==> src/rtl/crc48_frame_gen.sv <==
// Transmit framer: registers a 48-bit payload, runs a bit-serial CRC-16 over it MSB first,
// and presents {payload, crc} with a valid/ready handshake. Optional err_inj via CRC_ERR_INJECT_EN.
module crc48_frame_gen #(
    parameter logic [15:0] CRC_POLY = 16'h1021,
    parameter logic [15:0] CRC_INIT = 16'hFFFF
) (
    input  logic        clk,
    input  logic        rst,
    input  logic [47:0] din,
    input  logic        din_valid,
`ifdef CRC_ERR_INJECT_EN
    input  logic        err_inj,
`endif
    output logic        din_ready,
    output logic [63:0] frame_out,
    output logic        frame_valid,
    input  logic        frame_ready,
    output logic        busy
);

    typedef enum logic [1:0] {
        IDLE = 2'd0,
        CALC = 2'd1,
        DONE = 2'd2
    } state_e;

    state_e      state_q, state_d;
    logic [47:0] payload_q, payload_d;
    logic [15:0] crc_q, crc_d;
    logic [5:0]  cnt_q, cnt_d;
    logic [63:0] frame_q, frame_d;
    logic        frame_valid_q, frame_valid_d;
`ifdef CRC_ERR_INJECT_EN
    logic        err_q, err_d;
`endif

    logic        fb;
    logic [15:0] crc_step;
    logic [15:0] crc_final;

    // NOTE: the downstream compare path works on the falling edge, so every register does too.
    always_ff @(negedge clk) begin
        if (!rst) begin
            state_q       <= IDLE;
            // NOTE: the payload register is reset as well; it is small and keeps frames deterministic.
            payload_q     <= '0;
            crc_q         <= CRC_INIT;
            cnt_q         <= '0;
            frame_q       <= '0;
            frame_valid_q <= 1'b0;
`ifdef CRC_ERR_INJECT_EN
            err_q         <= 1'b0;
`endif
        end else begin
            state_q       <= state_d;
            payload_q     <= payload_d;
            crc_q         <= crc_d;
            cnt_q         <= cnt_d;
            frame_q       <= frame_d;
            frame_valid_q <= frame_valid_d;
`ifdef CRC_ERR_INJECT_EN
            err_q         <= err_d;
`endif
        end
    end

    // One shift of a non-reflected, non-augmented CRC: feedback is the outgoing MSB xor the data bit.
    assign fb       = crc_q[15] ^ payload_q[cnt_q];
    assign crc_step = {crc_q[14:0], 1'b0} ^ (fb ? CRC_POLY : 16'h0000);

`ifdef CRC_ERR_INJECT_EN
    assign crc_final = crc_step ^ {15'b0, err_q};
`else
    assign crc_final = crc_step;
`endif

    // NOTE: every next-state signal gets its hold value first, so no path can infer a latch.
    always_comb begin
        state_d       = state_q;
        payload_d     = payload_q;
        crc_d         = crc_q;
        cnt_d         = cnt_q;
        frame_d       = frame_q;
        frame_valid_d = frame_valid_q;
`ifdef CRC_ERR_INJECT_EN
        err_d         = err_q;
`endif

        unique case (state_q)
            IDLE: begin
                if (din_valid) begin
                    payload_d = din;
                    crc_d     = CRC_INIT;
                    cnt_d     = 6'd47;
                    state_d   = CALC;
`ifdef CRC_ERR_INJECT_EN
                    err_d     = err_inj;
`endif
                end
            end
            CALC: begin
                crc_d = crc_step;
                if (cnt_q == 6'd0) begin
                    frame_d       = {payload_q, crc_final};
                    frame_valid_d = 1'b1;
                    state_d       = DONE;
                end else begin
                    cnt_d = cnt_q - 6'd1;
                end
            end
            DONE: begin
                if (frame_valid_q && frame_ready) begin
                    frame_valid_d = 1'b0;
                    state_d       = IDLE;
                end
            end
            default: state_d = IDLE;
        endcase
    end

    assign din_ready   = (state_q == IDLE);
    assign busy        = (state_q == CALC);
    assign frame_out   = frame_q;
    assign frame_valid = frame_valid_q;

endmodule

==> config.mk <==
export PLATFORM = sky130hd
export DESIGN_NAME = crc48_frame_gen
export DESIGN_NICKNAME = d
export VERILOG_FILES = /design/src/rtl/crc48_frame_gen.sv
export SDC_FILE = /design/constraint.sdc
export NUM_CORES = 1
export LEC_CHECK = 0
export CAP_MARGIN = 20
export CORE_AREA = 5 5 122 124
export CTS_CLUSTER_DIAMETER = 40
export DETAILED_ROUTE_END_ITERATION = 8
export DIE_AREA = 0 0 127 129
export GPL_ROUTABILITY_DRIVEN = 0
export PLACE_DENSITY_LB_ADDON = 0.3
export SYNTH_ARGS = -nofsm -noshare
export SYNTH_HDL_FRONTEND = slang
export SYNTH_SLANG_ARGS = --single-unit
export TNS_END_PERCENT = 10
==> constraint.sdc <==
create_clock -name clk -period 3.2 [get_ports clk]
set_input_delay 0.64 -clock clk [delete_from_list [all_inputs] [get_ports clk]]
set_output_delay 0.64 -clock clk [all_outputs]
set_load 0.02 [all_outputs]
==> impl_metrics.env <==
export IMPL_syn_num_nets=728
export IMPL_multi_input_area_mm2=0.00242
export IMPL_rsz0062_at_grt="true"
export IMPL_wl_met1_mm=6.45
export IMPL_crit_end="busy"
export IMPL_drive_above_1_share=0.170
export IMPL_diodes=0
export IMPL_start_kind="flop"
export IMPL_crit_arrival_ns=2.72
export IMPL_p_leak_nw=3.55
export IMPL_critPathSlowestCell="dfxtp_4"
export IMPL_cts_root_buf="clkbuf_16"
export IMPL_ioPinCount=119
export IMPL_layout_nets=977
export IMPL_io_buffers=118
export IMPL_clk_pin_slew_ns=0.03
export IMPL_yosys_area_share_simple=0.236
export IMPL_r2r_end="frame_out[12]$_SDFFE_NN0P_"
export IMPL_final_core_util=0.577
export IMPL_wl_met3_um=955
export IMPL_synthAdderAreaFrac=0.00466
export IMPL_yosysSeqAreaShare=0.510
export IMPL_place_inst=945
export IMPL_clock_skew_ns=0.0258
export IMPL_crit_chain="nand2b_4, clkinv_4, buf_6"
export IMPL_insertion_delay_ns=0.46
export IMPL_ant_nets=0
export IMPL_relSlewSlack=0.561
export IMPL_cpPeakStageDelay_ns=0.36
export IMPL_ys_ff_latch=137
export IMPL_die_y_um=129
export IMPL_finalHoldViolations=0
export IMPL_setup_viol_count_final=2
export IMPL_reg2reg_from="cnt_q[1]$_SDFFE_NN0P_"
export IMPL_muxShareOfSynthArea=0.0496
export IMPL_area_growth_syn_to_layout_pct=46.8
export IMPL_worstSetupPathType="flop to output pin"
export IMPL_grt_total_usage=0.191
export IMPL_grt_pass1_vias=5826
export IMPL_vias_per_cell=4.95
export IMPL_synth_xor_area_frac=0.00815
export IMPL_drc_errors=0
export IMPL_grt_remaining_overflow=0
export IMPL_avgSynthCellArea_um2=7.97
export IMPL_design_core_area_mm2=0.0137
export IMPL_required_ns=2.56
export IMPL_synth_cell_types=39
export IMPL_top_layer="met4"
export IMPL_min_delay_start="frame_out[43]$_SDFFE_NN0P_"
export IMPL_yosys_warnings=0
export IMPL_dp_hpwl_mm=9.90
export IMPL_async_flop_share=0
export IMPL_wl_per_cell_um=13.8
export IMPL_drtIter0Drc=343
export IMPL_violations="setup timing"
export IMPL_synthesis_area_mm2=0.00537
export IMPL_die_area_mm2=0.0164
export IMPL_crit_fanout=4
export IMPL_worstHoldPathType="flop to flop"
export IMPL_vias=5496
export IMPL_synth_top_family_by_area="simple AND/OR/NAND/NOR gates"
export IMPL_worstHoldPathCells=2
export IMPL_die_width_um=127
export IMPL_final_max_slew_violation_count=0
export IMPL_htreeDepth=4
export IMPL_dpl_worst_slack_ns=-0.314
export IMPL_status="complete, but fails checks"
export IMPL_finalNonFillerCells=1111
export IMPL_worst_pin_slew_ns=0.656
export IMPL_cts_tree="done"
export IMPL_clock_path_buffers=2
export IMPL_ir_drop_v=0.000432
export IMPL_tns_ns=-0.264
export IMPL_cp_end_kind="output pin"
export IMPL_finalWirelength_mm=15.3
export IMPL_grt_pass1_wl_mm=25.6
export IMPL_finalWorstSetupSlack_ns=-0.159
export IMPL_hold_buffers=0
export IMPL_yosysTopAreaCellShare=0.510
export IMPL_ys_flop_type="dfxtp_1"
export IMPL_drv_cap=0
export IMPL_dr_pass1_iters=5
export IMPL_register_area_mm2=0.00278
export IMPL_synth_edf_count=0
export IMPL_synth_compound_area_frac=0.146
export IMPL_synth_cells=674
export IMPL_num_rows=43
export IMPL_power_density_mw_per_mm2=658
export IMPL_worstSetupStartpoint="state_q[1]$_SDFFE_NN0P_"
export IMPL_antenna_found_initial=0
export IMPL_fill_cells=1272
export IMPL_yosys_top_cells_area="dfxtp_1 51%, nand2_1 16%, a21oi_1 11%"
export IMPL_r2r_slack_ns=0.60
export IMPL_grt_max_degree=54
export IMPL_wl_met2_mm=7.68
export IMPL_cts_sinks=137
export IMPL_synth_top_area_cell="dfxtp_1"
export IMPL_worstRegToRegCells=8
export IMPL_numCtsBuffers=17
export IMPL_initial_core_util=0.393
[stage by stage]
step / power, mW / cell area, um^2 / hold WS, ns
after floorplan: 2.62 / 5390 / 0.440
after global placement: 2.90 / 6850 / 0.442
after detailed placement: 2.92 / 6850 / 0.448
after CTS: 5.24 / 7640 / 0.451
after global routing: 5.55 / 7890 / 0.465
final: 5.19 / 7890 / 0.450
[Yosys cell counts (5+ instances only)]
cell	n
buf_2	5
nand3_1	6
o21ai_0	16
nor3_1	23
dfxtp_1	137
inv_1	6
mux2i_1	12
nor2_1	30
a21oi_1	117
clkbuf_1	41
nand2_1	228
[final cells by class]
class	count	area share
Inverter	6	0.00365
Multi-Input combinational cell	479	0.306
Clock inverter	147	0.0811
Sequential cell	137	0.353
Timing Repair Buffer	145	0.174
Clock buffer	17	0.0539
Tap cell	180	0.0286
[worst min path at each step]
stage | end | slack (ns)
finish | frame_out[43]$_SDFFE_NN0P_ | 0.45
global route | frame_out[43]$_SDFFE_NN0P_ | 0.46
detailed placement | frame_out[29]$_SDFFE_NN0P_ | 0.45
floorplan | frame_out[49]$_SDFFE_NN0P_ | 0.44
global placement | frame_out[47]$_SDFFE_NN0P_ | 0.44
CTS | frame_out[8]$_SDFFE_NN0P_ | 0.45
[sequential cells by signal, summed over array words and instances (netlist names)]
name,count
frame_valid,1
cnt_q,6
crc_q,16
state_q,2
frame_out,64
payload_q,48
[cell usage in the layout (no fill, tap or decap), drive strengths merged]
| cell | count |
|---|---|
| and3 | 4 |
| xnor2 | 3 |
| and2 | 2 |
| a211oi | 3 |
| nor2b | 2 |
| mux2i | 12 |
| nand3 | 7 |
| clkdlybuf4s50 | 51 |
| nor2 | 30 |
| clkbuf | 17 |
| a41oi | 1 |
| inv | 144 |
| clkinvlp | 3 |
| o21ai | 17 |
| a2111oi | 1 |
| nand4 | 1 |
| and3b | 1 |
| a311oi | 1 |
| nor3 | 23 |
| ha | 2 |
| dfxtp | 137 |
| nor4b | 1 |
| nand2b | 3 |
| mux4 | 6 |
| a22oi | 3 |
| nand2 | 228 |
| a2bb2oi | 2 |
| and2b | 1 |
| a21oi | 117 |
| xor2 | 2 |
| buf | 94 |
| clkinv | 3 |
| nand3b | 3 |
| bufinv | 3 |
| a31oi | 3 |
[critical path, delay by kind of cell (launching register included)]
| kind | cells | cell delay [ns] |
|---|---|---|
| flip-flops | 1 | 0.36 |
| buffers and inverters | 2 | 0.17 |
| AND/OR/NAND/NOR | 1 | 0.14 |
[cells by family after synthesis]
group	count (synthesis)
and+or+nand+nor	306
buffers and inverters	58
xor gates and xnor gates	5
muxes	18
adders and majority gates	2
DFF	137
AOI/OAI and AO/OA	148
[what timing repair did]
item | in CTS | in global routing
pin swaps | 0 | 0
endpoints found under the setup margin | 67 | 56
gates cloned | 0 | 0
resized for setup | 290 | 92
setup buffers | 2 | 1
hold endpoints to repair | 0 | 0
[where the power goes]
group	switching, mW	leakage, nW	internal (mW)	total [mW]
Clock	1.12	1.00	1.42	2.54
Sequential	0.0938	1.13	1.82	1.92
Combinational	0.401	1.42	0.334	0.735
[metal layers]
| metal | vias to the layer above | global-route usage |
|---|---|---|
| met4 | 0 | 0.100 |
| met5 | - | 0 |
| met1 | 2574 | 0.216 |
| li1 | 2732 | - |
| met3 | 22 | 0.0863 |
| met2 | 168 | 0.305 |
(Power assumes the default switching activity.)
